==> config.mk <==
export PLATFORM = sky130hd
export DESIGN_NAME = posit_quire_accum
export DESIGN_NICKNAME = d
export VERILOG_FILES = /design/src/rtl/posit_defines_pkg.sv /design/src/rtl/posit_quire_accum_align.sv /design/src/rtl/posit_quire_accum.sv
export SDC_FILE = /design/constraint.sdc
export NUM_CORES = 1
export LEC_CHECK = 0
export BUFFER_PORTS_ARGS = -buffer_cell sky130_fd_sc_hd__buf_2
export CELL_PAD_IN_SITES_DETAIL_PLACEMENT = 1
export CELL_PAD_IN_SITES_GLOBAL_PLACEMENT = 1
export CORE_ASPECT_RATIO = 1.4
export CORE_MARGIN = 8
export CORE_UTILIZATION = 47
export CTS_CLUSTER_DIAMETER = 150
export DETAILED_ROUTE_END_ITERATION = 8
export PLACE_DENSITY_LB_ADDON = 0.3
export SLEW_MARGIN = 20
export SYNTH_ARGS = -nofsm -noshare
export SYNTH_HDL_FRONTEND = slang
export SYNTH_SLANG_ARGS = --single-unit
==> constraint.sdc <==
create_clock -name clk -period 6.8 [get_ports clk]
set_input_delay 1.36 -clock clk [delete_from_list [all_inputs] [get_ports clk]]
set_output_delay 1.36 -clock clk [all_outputs]
set_load 0.02 [all_outputs]
==> src/rtl/posit_defines_pkg.sv <==
// Shared width helpers and the accumulator state type for the posit datapath.
// A product arrives in denormalized form: a hidden one, FO fraction bits and a
// signed scale. The quire is a fixed-point register that holds every product
// exactly, plus carry headroom for long accumulations.
package posit_defines;

  // Largest regime-derived scale magnitude of a single posit.
  function automatic int get_max_scale(input int w, input int es);
    return (w - 2) << es;
  endfunction

  // Quire width: carry headroom, both product halves of the scale range, and
  // the integer bits of the widest product.
  function automatic int get_quire_width(input int w, input int es, input int carry);
    return carry + 4 * get_max_scale(w, es) + 2;
  endfunction

  // Fraction width with the hidden bit excluded. With amult set, the width is
  // that of a full multiplier product (two hidden-bit mantissas multiplied,
  // one hidden bit dropped); otherwise it is a single posit fraction.
  function automatic int get_fraction_width(input int w, input int es, input int amult);
    int fs;
    fs = w - 3 - es;
    return (amult != 0) ? 2 * (fs + 1) - 1 : fs;
  endfunction

  // Signed scale width able to hold the full product scale range.
  function automatic int get_scale_width(input int w, input int es, input int amult);
    int mx;
    mx = (amult != 0) ? 2 * get_max_scale(w, es) + 1 : get_max_scale(w, es);
    return $clog2(mx + 1) + 1;
  endfunction

  typedef enum logic {
    IDLE  = 1'b0,
    ACCUM = 1'b1
  } quire_state_t;

endpackage

==> src/rtl/posit_quire_accum_align.sv <==
// Combinational alignment of one product onto the quire grid. The product
// {1, fraction} is shifted so that its LSB lands at weight 2^-(2*MS).
// Right shifts truncate the magnitude toward zero; the sign is applied after
// truncation. A zero product always aligns to an all-zero quire value.
module posit_quire_align
  import posit_defines::*;
#(
  parameter int POSIT_WIDTH = 8,
  parameter int POSIT_ES    = 0,
  parameter int CARRY_BITS  = 6,
  localparam int MS = get_max_scale(POSIT_WIDTH, POSIT_ES),
  localparam int QW = get_quire_width(POSIT_WIDTH, POSIT_ES, CARRY_BITS),
  localparam int FO = get_fraction_width(POSIT_WIDTH, POSIT_ES, 1),
  localparam int SW = get_scale_width(POSIT_WIDTH, POSIT_ES, 1)
) (
  input  logic [FO-1:0] fraction,
  input  logic [SW-1:0] scale,
  input  logic          zero,
  input  logic          sign,
  output logic [QW-1:0] aligned
);

  logic [QW-1:0] m_ext;
  logic [QW-1:0] mag;
  int            sh;

  // Build the mantissa, shift it to quire weight, then apply the sign.
  always_comb begin
    // NOTE: every variable written here gets a value on every path first, so
    // no latch can be inferred from a missed branch.
    m_ext       = '0;
    m_ext[FO:0] = {1'b1, fraction};
    sh          = int'($signed(scale)) + 2 * MS - FO;
    mag         = (sh >= 0) ? (m_ext << sh) : (m_ext >> (-sh));
    if (zero) mag = '0;
    aligned = sign ? -mag : mag;
  end

endmodule

==> src/rtl/posit_quire_accum.sv <==
// Posit quire accumulator: aligns product beats onto a fixed-point quire and
// sums every window delimited by sow_i/eow_i, emitting one exact result per
// window over an rts/rtr handshake.
// Pipeline: input register (with one-entry skid) -> align register -> accumulate.
// Optional macro POSIT_QUIRE_OVF_EN adds a sticky signed-overflow flag
// (overflow_o) per window; without it the accumulator wraps modulo 2^QW.
module posit_quire_accum
  import posit_defines::*;
#(
  parameter int POSIT_WIDTH = 8,
  parameter int POSIT_ES    = 0,
  parameter int CARRY_BITS  = 6,
  localparam int QW = get_quire_width(POSIT_WIDTH, POSIT_ES, CARRY_BITS),
  localparam int FO = get_fraction_width(POSIT_WIDTH, POSIT_ES, 1),
  localparam int SW = get_scale_width(POSIT_WIDTH, POSIT_ES, 1)
) (
  input  logic          clk,
  input  logic          rst_n,
  output logic          rtr_o,
  input  logic          rts_i,
  input  logic          sow_i,
  input  logic          eow_i,
  input  logic [FO-1:0] fraction_i,
  input  logic [SW-1:0] scale_i,
  input  logic          NaR_i,
  input  logic          zero_i,
  input  logic          sign_i,
  input  logic          rtr_i,
  output logic          rts_o,
  output logic [QW-1:0] quire_o,
  output logic          NaR_o,
  output logic          zero_o
`ifdef POSIT_QUIRE_OVF_EN
  ,
  output logic          overflow_o
`endif
);

  // Beat packing: {sow, eow, nar, zero, sign, scale, fraction}.
  localparam int BW = FO + SW + 5;

  logic          receive_en;
  logic          process_en;
  logic [BW-1:0] in_beat;

  logic          skid_full;
  logic [BW-1:0] skid_beat;
  logic          r0_valid;
  logic [BW-1:0] r0_beat;

  logic          r0_sow, r0_eow, r0_nar, r0_zero, r0_sign;
  logic [SW-1:0] r0_scale;
  logic [FO-1:0] r0_frac;
  logic [QW-1:0] r0_aligned;

  logic          s1_valid, s1_sow, s1_eow, s1_nar;
  logic [QW-1:0] s1_a;

  quire_state_t  state;
  logic [QW-1:0] acc;
  logic          nar_st;
  logic          start;
  logic [QW-1:0] base;
  logic [QW-1:0] sum;
  logic          nar_next;

  assign receive_en = rts_i & rtr_o;
  assign process_en = ~rts_o | rtr_i;
  assign in_beat    = {sow_i, eow_i, NaR_i, zero_i, sign_i, scale_i, fraction_i};
  assign {r0_sow, r0_eow, r0_nar, r0_zero, r0_sign, r0_scale, r0_frac} = r0_beat;

  // Registered ready: one cycle behind the stall decision, which is why the
  // skid entry exists.
  always_ff @(posedge clk) begin
    // NOTE: sequential state uses non-blocking assignments so every register
    // samples pre-edge values regardless of statement order.
    if (!rst_n) rtr_o <= 1'b0;
    else        rtr_o <= process_en;
  end

  // Input register; a beat arriving during a stall parks in the skid entry
  // and is replayed ahead of the port once the pipeline moves again.
  always_ff @(posedge clk) begin
    if (!rst_n) begin
      skid_full <= 1'b0;
      skid_beat <= '0;
      r0_valid  <= 1'b0;
      r0_beat   <= '0;
    end else if (process_en) begin
      r0_valid  <= skid_full | receive_en;
      r0_beat   <= skid_full ? skid_beat : in_beat;
      skid_full <= 1'b0;
    end else if (receive_en) begin
      skid_beat <= in_beat;
      skid_full <= 1'b1;
    end
  end

  posit_quire_align #(
    .POSIT_WIDTH (POSIT_WIDTH),
    .POSIT_ES    (POSIT_ES),
    .CARRY_BITS  (CARRY_BITS)
  ) u_align (
    .fraction (r0_frac),
    .scale    (r0_scale),
    .zero     (r0_zero),
    .sign     (r0_sign),
    .aligned  (r0_aligned)
  );

  // Stage 1: register the aligned product with its window markers.
  always_ff @(posedge clk) begin
    if (!rst_n) begin
      s1_valid <= 1'b0;
      s1_sow   <= 1'b0;
      s1_eow   <= 1'b0;
      s1_nar   <= 1'b0;
      s1_a     <= '0;
    end else if (process_en) begin
      s1_valid <= r0_valid;
      s1_sow   <= r0_sow;
      s1_eow   <= r0_eow;
      s1_nar   <= r0_nar;
      s1_a     <= r0_aligned;
    end
  end

`ifdef POSIT_QUIRE_OVF_EN
  logic ovf_st;
  logic ovf_next;
`endif

  // Stage 2 combinational: pick the window base and form the running sum.
  always_comb begin
    start    = s1_sow | (state == IDLE);
    base     = start ? '0 : acc;
    sum      = base + s1_a;
    nar_next = (start ? 1'b0 : nar_st) | s1_nar;
`ifdef POSIT_QUIRE_OVF_EN
    ovf_next = (start ? 1'b0 : ovf_st) |
               ((base[QW-1] == s1_a[QW-1]) & (sum[QW-1] != base[QW-1]));
`endif
  end

  // Stage 2: accumulate, close windows on eow and hold the result until taken.
  always_ff @(posedge clk) begin
    if (!rst_n) begin
      state   <= IDLE;
      acc     <= '0;
      nar_st  <= 1'b0;
      rts_o   <= 1'b0;
      quire_o <= '0;
      NaR_o   <= 1'b0;
      zero_o  <= 1'b0;
`ifdef POSIT_QUIRE_OVF_EN
      ovf_st     <= 1'b0;
      overflow_o <= 1'b0;
`endif
    end else if (process_en) begin
      if (s1_valid && s1_eow) begin
        quire_o <= sum;
        NaR_o   <= nar_next;
        zero_o  <= (sum == '0) & ~nar_next;
        rts_o   <= 1'b1;
        acc     <= '0;
        nar_st  <= 1'b0;
        state   <= IDLE;
`ifdef POSIT_QUIRE_OVF_EN
        overflow_o <= ovf_next;
        ovf_st     <= 1'b0;
`endif
      end else begin
        if (rtr_i) rts_o <= 1'b0;
        if (s1_valid) begin
          acc    <= sum;
          nar_st <= nar_next;
          state  <= ACCUM;
`ifdef POSIT_QUIRE_OVF_EN
          ovf_st <= ovf_next;
`endif
        end
      end
    end
  end

endmodule

==> results of run 1 <==
-- sequential cells by signal, indices dropped and copies added, names as in the netlist, 21 cells and up --
signal / count
s1_a: 32
skid_beat: 21
r0_beat: 21
quire_o: 32
acc: 32
-- logic make-up after synthesis --
group / synth area share, %
compound gates: 25.4
xor+xnor: 5.69
fa+ha+maj: 5.26
buf+inv: 4.46
flops: 28.3
mux: 7.32
simple gates: 23.6
-- cell usage in the layout, fill, tap and decap left out, types with 17 or more instances in the layout --
cell and n:
sky130_fd_sc_hd__inv_1 23, sky130_fd_sc_hd__a21boi_0 31, sky130_fd_sc_hd__nor2b_1 43, sky130_fd_sc_hd__nor2_1 68, sky130_fd_sc_hd__o211a_1 23, sky130_fd_sc_hd__buf_4 21
sky130_fd_sc_hd__nand2_1 204, sky130_fd_sc_hd__a22oi_1 29, sky130_fd_sc_hd__a21oi_1 74, sky130_fd_sc_hd__nor3_1 25, sky130_fd_sc_hd__clkbuf_16 17, sky130_fd_sc_hd__dfxtp_1 149
sky130_fd_sc_hd__and2_1 39, sky130_fd_sc_hd__xnor2_1 45, sky130_fd_sc_hd__a22o_1 32, sky130_fd_sc_hd__o21ai_0 80, sky130_fd_sc_hd__ha_1 43, sky130_fd_sc_hd__buf_2 60
sky130_fd_sc_hd__xor2_1 21, sky130_fd_sc_hd__mux2i_1 40, sky130_fd_sc_hd__nand3_1 40
-- worst max-delay path, cell delays in order, from the launching register on --
cell                       delay, ns
sky130_fd_sc_hd__dfxtp_1        0.67
sky130_fd_sc_hd__inv_1          0.13
sky130_fd_sc_hd__ha_1           0.54
sky130_fd_sc_hd__o21ai_0        0.23
sky130_fd_sc_hd__nand2b_1       0.22
sky130_fd_sc_hd__ha_1           0.35
sky130_fd_sc_hd__or4_1          0.66
sky130_fd_sc_hd__nor4_1         0.43
sky130_fd_sc_hd__mux2i_1        0.27
sky130_fd_sc_hd__a211oi_1       0.11
sky130_fd_sc_hd__and4_1         0.32
sky130_fd_sc_hd__a21o_1         0.24
sky130_fd_sc_hd__a2111o_1       0.50
sky130_fd_sc_hd__or4_1          0.69
sky130_fd_sc_hd__a211o_1        0.34
sky130_fd_sc_hd__a21oi_1        0.14
sky130_fd_sc_hd__a21o_1         0.10
-- final cells by class --
type	instances	area [um^2]
repair buffers	81	458
clock buffers	19	443
clock inverters	13	133
fillers	2755	10700
well taps	301	377
inverters	23	86.3
flip-flops and latches	150	3000
multi-input cells	1074	7140
-- power breakdown --
group / total (mW) / internal (mW) / leakage (nW) / switching (mW)
combinational: 0.483 / 0.177 / 3.15 / 0.306
sequential: 0.934 / 0.902 / 1.22 / 0.0319
clock: 0.947 / 0.548 / 0.286 / 0.400
total: 2.36 / 1.63 / 4.65 / 0.738
-- metal layers --
| metal | up-vias | routed length (um) | track usage, % |
|---|---|---|---|
| li1 | 4862 | - | - |
| met4 | 0 | 1520 | 13.6 |
| met3 | 93 | 1070 | 3.99 |
| met1 | 4980 | 13200 | 25.7 |
| met5 | - | 0 | 0 |
| met2 | 201 | 18600 | 47.2 |
-- per-stage QoR --
stage / hold slack (ns) / instances
2_1_floorplan: 0.430 / 1336
3_3_place_gp: 0.433 / 1629
3_5_place_dp: 0.439 / 1629
4_1_cts: 0.451 / 1661
5_1_grt: 0.473 / 1661
6_report: 0.447 / 1661
-- worst max-delay path by stage --
stage / start / endpoint / slack [ns] / depth (start not counted)
2_1_floorplan: r0_beat[13] / s1_a[23] / 1.65 / 20
3_3_place_gp: r0_beat[13] / s1_a[23] / 1.02 / 16
3_5_place_dp: r0_beat[13] / s1_a[23] / 0.82 / 16
4_1_cts: r0_beat[13] / s1_a[29] / 0.79 / 16
5_1_grt: r0_beat[13] / s1_a[30] / 0.37 / 17
6_report: r0_beat[13] / s1_a[23] / 0.78 / 16
-- synthesized netlist by cell type (all sizes together), types with 28 or more instances --
master    n
a21boi   33
a21oi    75
a22o     32
a22oi    29
and2     41
buf      28
clkbuf   61
dfxtp   150
ha       43
mux2i    40
nand2   205
nand3    40
nor2     68
nor2b    43
o21ai    90
xnor2    47
==> impl_summary.txt, run 1 <==
----------------------------------------------------
[Clock tree]
  Number of cells upsized or downsized after cts ... 0
  Total CTS buffers ... 17
  Max H-tree Level ... 4
  Post-CTS clock slew at the launch and capture registers of the worst setup and hold paths ... around 0.06 ns
  TritonCTS clock tree ... built
  CTS root buf ... sky130_fd_sc_hd__clkbuf_16
  TritonCTS Sinks ... 150
  Number of buffers added to fix hold violations after cts ... 0
  Maximum buffer depth of the clock tree ... 2
  Clock insertion delay at the later pin of the skew report ... 0.44 ns
  # Post-CTS Setup Buffers ... 0

[Floorplan]
  Die ar. ... 0.0277 mm^2
  I/O pin count ... 61
  Row count ... 65
  Placeable core region ... 0.0224 mm^2
  Vertical die dimension ... 194 um
  Floorplan die width ... 143 um
  Initial cell density of the core ... 47.4%

[Timing]
  Final Hold Vio Count ... 0
  Slew margin rel. ... 33.4%
  Fmax ... 166 MHz
  Minimum period implied by the final worst setup slack ... 6.02 ns
  Transition time at the pin with the least slew margin ... ~1.0 ns
  Setup repair after global routing missed its margin ... false
  Min setup slack post-route ... a little under 0.8 ns
  Post-route fraction of the period consumed by the critical path ... between 80% and 90%
  Largest clock skew in the final design ... 0.00765 ns
  Total count of max-transition violations in the final report ... 0
  Number of failing setup endpoints in the final timing report ... 0
  Setup TNS ... 0 ns

[Hold path]
  Worst hold path startpoint ... zero_o
  Worst Hold Path Cells ... 2
  WHS Endpoint ... zero_o
  Worst min path class ... flop to flop

[Placement]
  Placed cell areas ... 0.0111 mm^2
  Post-Place Worst Slack ... 0.823 ns
  Estimated wirelength of the detail-placed design ... 25400 um
  # port buffers ... 60
  Weighted congestion at the end of routability-driven global placement ... 0.939

[Drt]
  Antenna-violating nets left ... 0
  Routed vias ... 10.1k
  DRC violations left ... 0
  Via count normalized by instance count ... 6.10
  DRT iter0 DRCs ... 388
  Number of optimization iterations in the first detailed-route pass ... 4
  Routed wire length per instance ... approximately 21 um
  Total detailed-routing wirelength ... 34400 um

[Pwr]
  Standby leakage power ... 4.65 nW
  Worst IR drop on VDD ... 0.200 mV
  Power density over the cells ... 203 mW/mm^2
  Total power consumption of the routed design ... between 2 and 2.5 mW

[Setup path]
  Setup slack, reg-to-reg ... 0.78 ns
  CP Data Arrival Time ... 6.40 ns
  FF-to-FF End ... s1_a[23]
  Kind of end point of the critical path ... flop
  Beginning of the worst register-to-register path ... r0_beat[13]
  FF-to-FF path depth ... 16
  Class of the most critical setup path ... flop to flop
  Critical path launch point type ... flop
  Required time at the worst-slack endpoint ... slightly above 7 ns
  Maximum net fanout on the critical path ... 15

[Logic synthesis]
  Cell count after synthesis ... approximately 1.3k
  Number of enable flip-flop cells after synthesis ... 0
  Top_reg_cell synth ... sky130_fd_sc_hd__dfxtp_1
  Yosys top cell by area ... sky130_fd_sc_hd__dfxtp_1
  Biggest area contributors in the synthesized netlist ... sky130_fd_sc_hd__dfxtp_1 (28%), sky130_fd_sc_hd__nand2_1 (7.3%), sky130_fd_sc_hd__ha_1 (5.1%), sky130_fd_sc_hd__xnor2_1 (3.8%), sky130_fd_sc_hd__mux2i_1 (3.8%)
  Share of Yosys cell area claimed by the top area cell type ... 28.3%
  Count of unique library cells instantiated by Yosys ... 86
  Post-Synthesis Net Count ... 1405
  Netlist Area Pre-Place ... 0.0106 mm^2
  Part of the Yosys area used for sequential elements ... 28.3%
  Post-synth ARST share ... 0%
  Warnings from Yosys ... 0
  Post-synthesis sequential element count ... 150
  Mean Syn Cell Area ... approximately 7.9 um^2

[Global routing]
  GRT Residual Overflow ... 0
  Global-route wire length before repair ... 56000 um
  Maximum number of pins on one net before global-route repair ... 96
  Number of global-route vias before repair ... 10.8k
  Global-route usage over all layers ... 25.2%
  Number of antenna violations at the first check in global routing ... 0

[Final layout]
  Antenna Diode Count ... 0
  Post-route cell area ... 0.0116 mm^2
  Fraction of final layout cells with drive strength greater than 1 ... between 10% and 20%
  Area delta synth->final ... 9.79%
  Final layout net count ... 1416
  Share of the core filled with cells ... 52.1%

[Status]
  Run status ... complete, no violations

[Run]
  Count of maximum capacitance violations ... 0

----------------------------------------------------
Note: power is estimated with default switching activity, not from simulation.
==> run 2: changes to the inputs <==
- CELL_PAD_IN_SITES_DETAIL_PLACEMENT: 1 -> unset
- CELL_PAD_IN_SITES_GLOBAL_PLACEMENT: 1 -> unset
- CORE_UTILIZATION: 47 -> 55
- MAX_ROUTING_LAYER: unset -> met4
- SKIP_CTS_REPAIR_TIMING: unset -> 1
==> run 2 against run 1 <==
Net effect: largest power group is now sequential cells; non-clock buffer count up 1; flip-flop and latch count is the same; via count shrank 2.5%; core utilization up 8.7 points; critical path type unchanged; highest routed layer unchanged.
==> impl_summary.txt, run 2 (synthesis results as in run 1) <==
----------------------------------------------------
[Global routing]
  Maximum number of pins on one net before global-route repair ... 61 (-36%)
  Global-route usage over all layers ... 24.8% (-0.30 points)
  Number of global-route vias before repair ... 9341 (-13%)
  GRT Residual Overflow ... 0 (unchanged)
  Number of antenna violations at the first check in global routing ... 0 (unchanged)
  Global-route wire length before repair ... 48000 um (-14%)

[Hold path]
  Worst Hold Path Cells ... 2 (unchanged)
  Worst min path class ... flop to flop

[Pwr]
  Standby leakage power ... 4.66 nW (+0.13%)
  Switching Fraction ... 32.1% (+0.92 points)
  Clock network fraction of design power ... 39.8% (-0.3 points)
  Power density over the cells ... 201 mW/mm^2 (-0.97%)
  Worst IR drop on VDD ... 0.145 mV (-28%)
  Internal power component ... 1.58 mW (-2.8%)
  Sw Pwr ... 0.749 mW (+1.5%)
  Portion of total power attributed to sequential cells ... 40.0% (+0.5 points)
  Combinational share of power ... 20.3% (about the same)

[Setup path]
  CP Data Arrival Time ... 6.30 ns (-0.10 ns)
  Kind of end point of the critical path ... flop
  Maximum net fanout on the critical path ... 15 (unchanged)
  Master of the slowest instance on the critical path ... sky130_fd_sc_hd__or4_1
  Required time at the worst-slack endpoint ... 7.13 ns (-0.05 ns)
  Critical-path cell list ... inv_1 -> ha_1 -> o21ai_0 -> nand2b_1 -> ha_1 -> or4_1 -> or4_1 -> a211oi_1 -> a22oi_1 -> o21ai_0 -> a31o_2 -> a2111o_1 -> or4_1 -> a211o_1 -> a21oi_1 -> a21o_1
  Critical path launch point type ... flop
  Delay of the slowest cell on the worst path ... 0.87 ns (+0.18 ns)
  FF-to-FF path depth ... 16 (unchanged)
  CP dominant cell by count ... sky130_fd_sc_hd__or4_1
  Class of the most critical setup path ... flop to flop

[Floorplan]
  Floorplan die width ... 133 um (-6.7%)
  Die ar. ... 0.0240 mm^2 (-13%)
  Row count ... 60 (-7.7%)
  I/O pin count ... 61 (unchanged)
  Initial cell density of the core ... 55.6% (+8.2 points)
  Vertical die dimension ... 180 um (-6.9%)
  Placeable core region ... 0.0191 mm^2 (-15%)

[Placement]
  Estimated wirelength of the detail-placed design ... 22300 um (-12%)
  # port buffers ... 60 (unchanged)
  Post-Place Worst Slack ... 0.941 ns (+0.119 ns)
  Weighted congestion at the end of routability-driven global placement ... 1.04 (+11%)

[Drt]
  Via count normalized by instance count ... 6.14 (+0.66%)
  Routed vias ... 9883 (-2.5%)
  Antenna-violating nets left ... 0 (unchanged)
  Routed wire length per instance ... 18.5 um (-11%)
  Total detailed-routing wirelength ... 29800 um (-14%)
  DRT iter0 DRCs ... 731 (+88%)
  DRC violations left ... 0 (unchanged)
  Number of optimization iterations in the first detailed-route pass ... 5 (+1)

[Timing]
  Setup repair after global routing missed its margin ... false
  Final Hold Vio Count ... 0 (unchanged)
  Min setup slack post-route ... 0.837 ns (+0.0600 ns)
  Post-route fraction of the period consumed by the critical path ... 87.7% (-0.88 points)
  Slew margin rel. ... 41.1% (+7.7 points)
  Setup TNS ... 0 ns (unchanged)
  Transition time at the pin with the least slew margin ... 0.884 ns (-0.115 ns)
  Total count of max-transition violations in the final report ... 0 (unchanged)
  Minimum period implied by the final worst setup slack ... 5.96 ns (-0.0600 ns)
  Largest clock skew in the final design ... 0.0129 ns (+0.00522 ns)
  Hold Slack ... 0.450 ns (+0.00321 ns)
  Number of failing setup endpoints in the final timing report ... 0 (unchanged)
  Fmax ... 168 MHz (+1.0%)

[Clock tree]
  Clock insertion delay at the later pin of the skew report ... 0.44 ns (about the same)
  Post-CTS clock slew at the launch and capture registers of the worst setup and hold paths ... 0.07 ns (about the same)
  Maximum buffer depth of the clock tree ... 2 (unchanged)
  TritonCTS clock tree ... built
  Total CTS buffers ... 17 (unchanged)
  TritonCTS Sinks ... 150 (unchanged)
  Max H-tree Level ... 4 (unchanged)
  CTS root buf ... sky130_fd_sc_hd__clkbuf_16

[Final layout]
  Fraction of final layout cells with drive strength greater than 1 ... 11.8% (about the same)
  Largest registers ... acc (32), quire_o (32), s1_a (32)
  Most frequent standard cell in the layout excluding fill and tap cells ... sky130_fd_sc_hd__nand2_1
  Top library cells by usage in the layout, fill and taps aside ... sky130_fd_sc_hd__nand2_1 (205), sky130_fd_sc_hd__dfxtp_1 (150), sky130_fd_sc_hd__o21ai_0 (80)
  Final layout net count ... 1417 (+0.071%)
  Antenna Diode Count ... 0 (unchanged)
  Area delta synth->final ... 9.26%

[Run]
  Count of maximum capacitance violations ... 0 (unchanged)

[Status]
  Run status ... complete, no violations

----------------------------------------------------
-- run 2: final timing paths --
path | to | slack, ns | startpoint
setup / recovery | s1_a[23] | 0.84 | r0_beat[13]
setup reg to reg | s1_a[23] | 0.84 | r0_beat[13]
hold reg to reg | quire_o[28] | 0.45 | quire_o[28]
hold / removal | quire_o[28] | 0.45 | quire_o[28]
-- run 2: through the flow --
stage                     total power, mW  area [um^2]  utilization [%]  instances
final                                2.33        11600             60.8       1609
after global routing                 2.42        11600             60.8       1609
after CTS                            2.34        11600             60.8       1609
after detailed placement             1.41        11000             57.7       1577
after global placement               1.41        11000             57.7       1577
after floorplan                      1.30        10600                -       1336
-- run 2: area by class of cell --
class	count	area [um^2]
Multi-Input combinational cell	1074	7140
Clock inverter	13	129
Clock buffer	19	453
Timing Repair Buffer	82	465
Tap cell	248	310
Sequential cell	150	3000
Inverter	23	86.3
Fill cell	1787	7480
-- run 2: per-layer routing --
layer  track usage [%]  routed length [um]  vias up
met1              26.1               11700     4621
met4              13.1                1330        0
li1                  -                   -     4874
met2              44.0               15400      305
met3              3.66                1320       83
met5                 -                   0        -
-- run 2: critical path: cells and delay by family, from the launching register on --
kind            cells  cell delay [ns]
simple gates        4             1.99
fa+ha+maj           2             0.88
compound gates      9             2.19
flops               1             0.67
buf+inv             1             0.13
-- run 2: power by group through the flow --
stage	sequential (mW)	combinational (mW)	clock, mW
3_3_place_gp	0.949	0.460	0
3_5_place_dp	0.950	0.462	0
2_1_floorplan	0.935	0.363	0
6_report	0.931	0.472	0.927
5_1_grt	0.934	0.512	0.979
4_1_cts	0.930	0.465	0.941
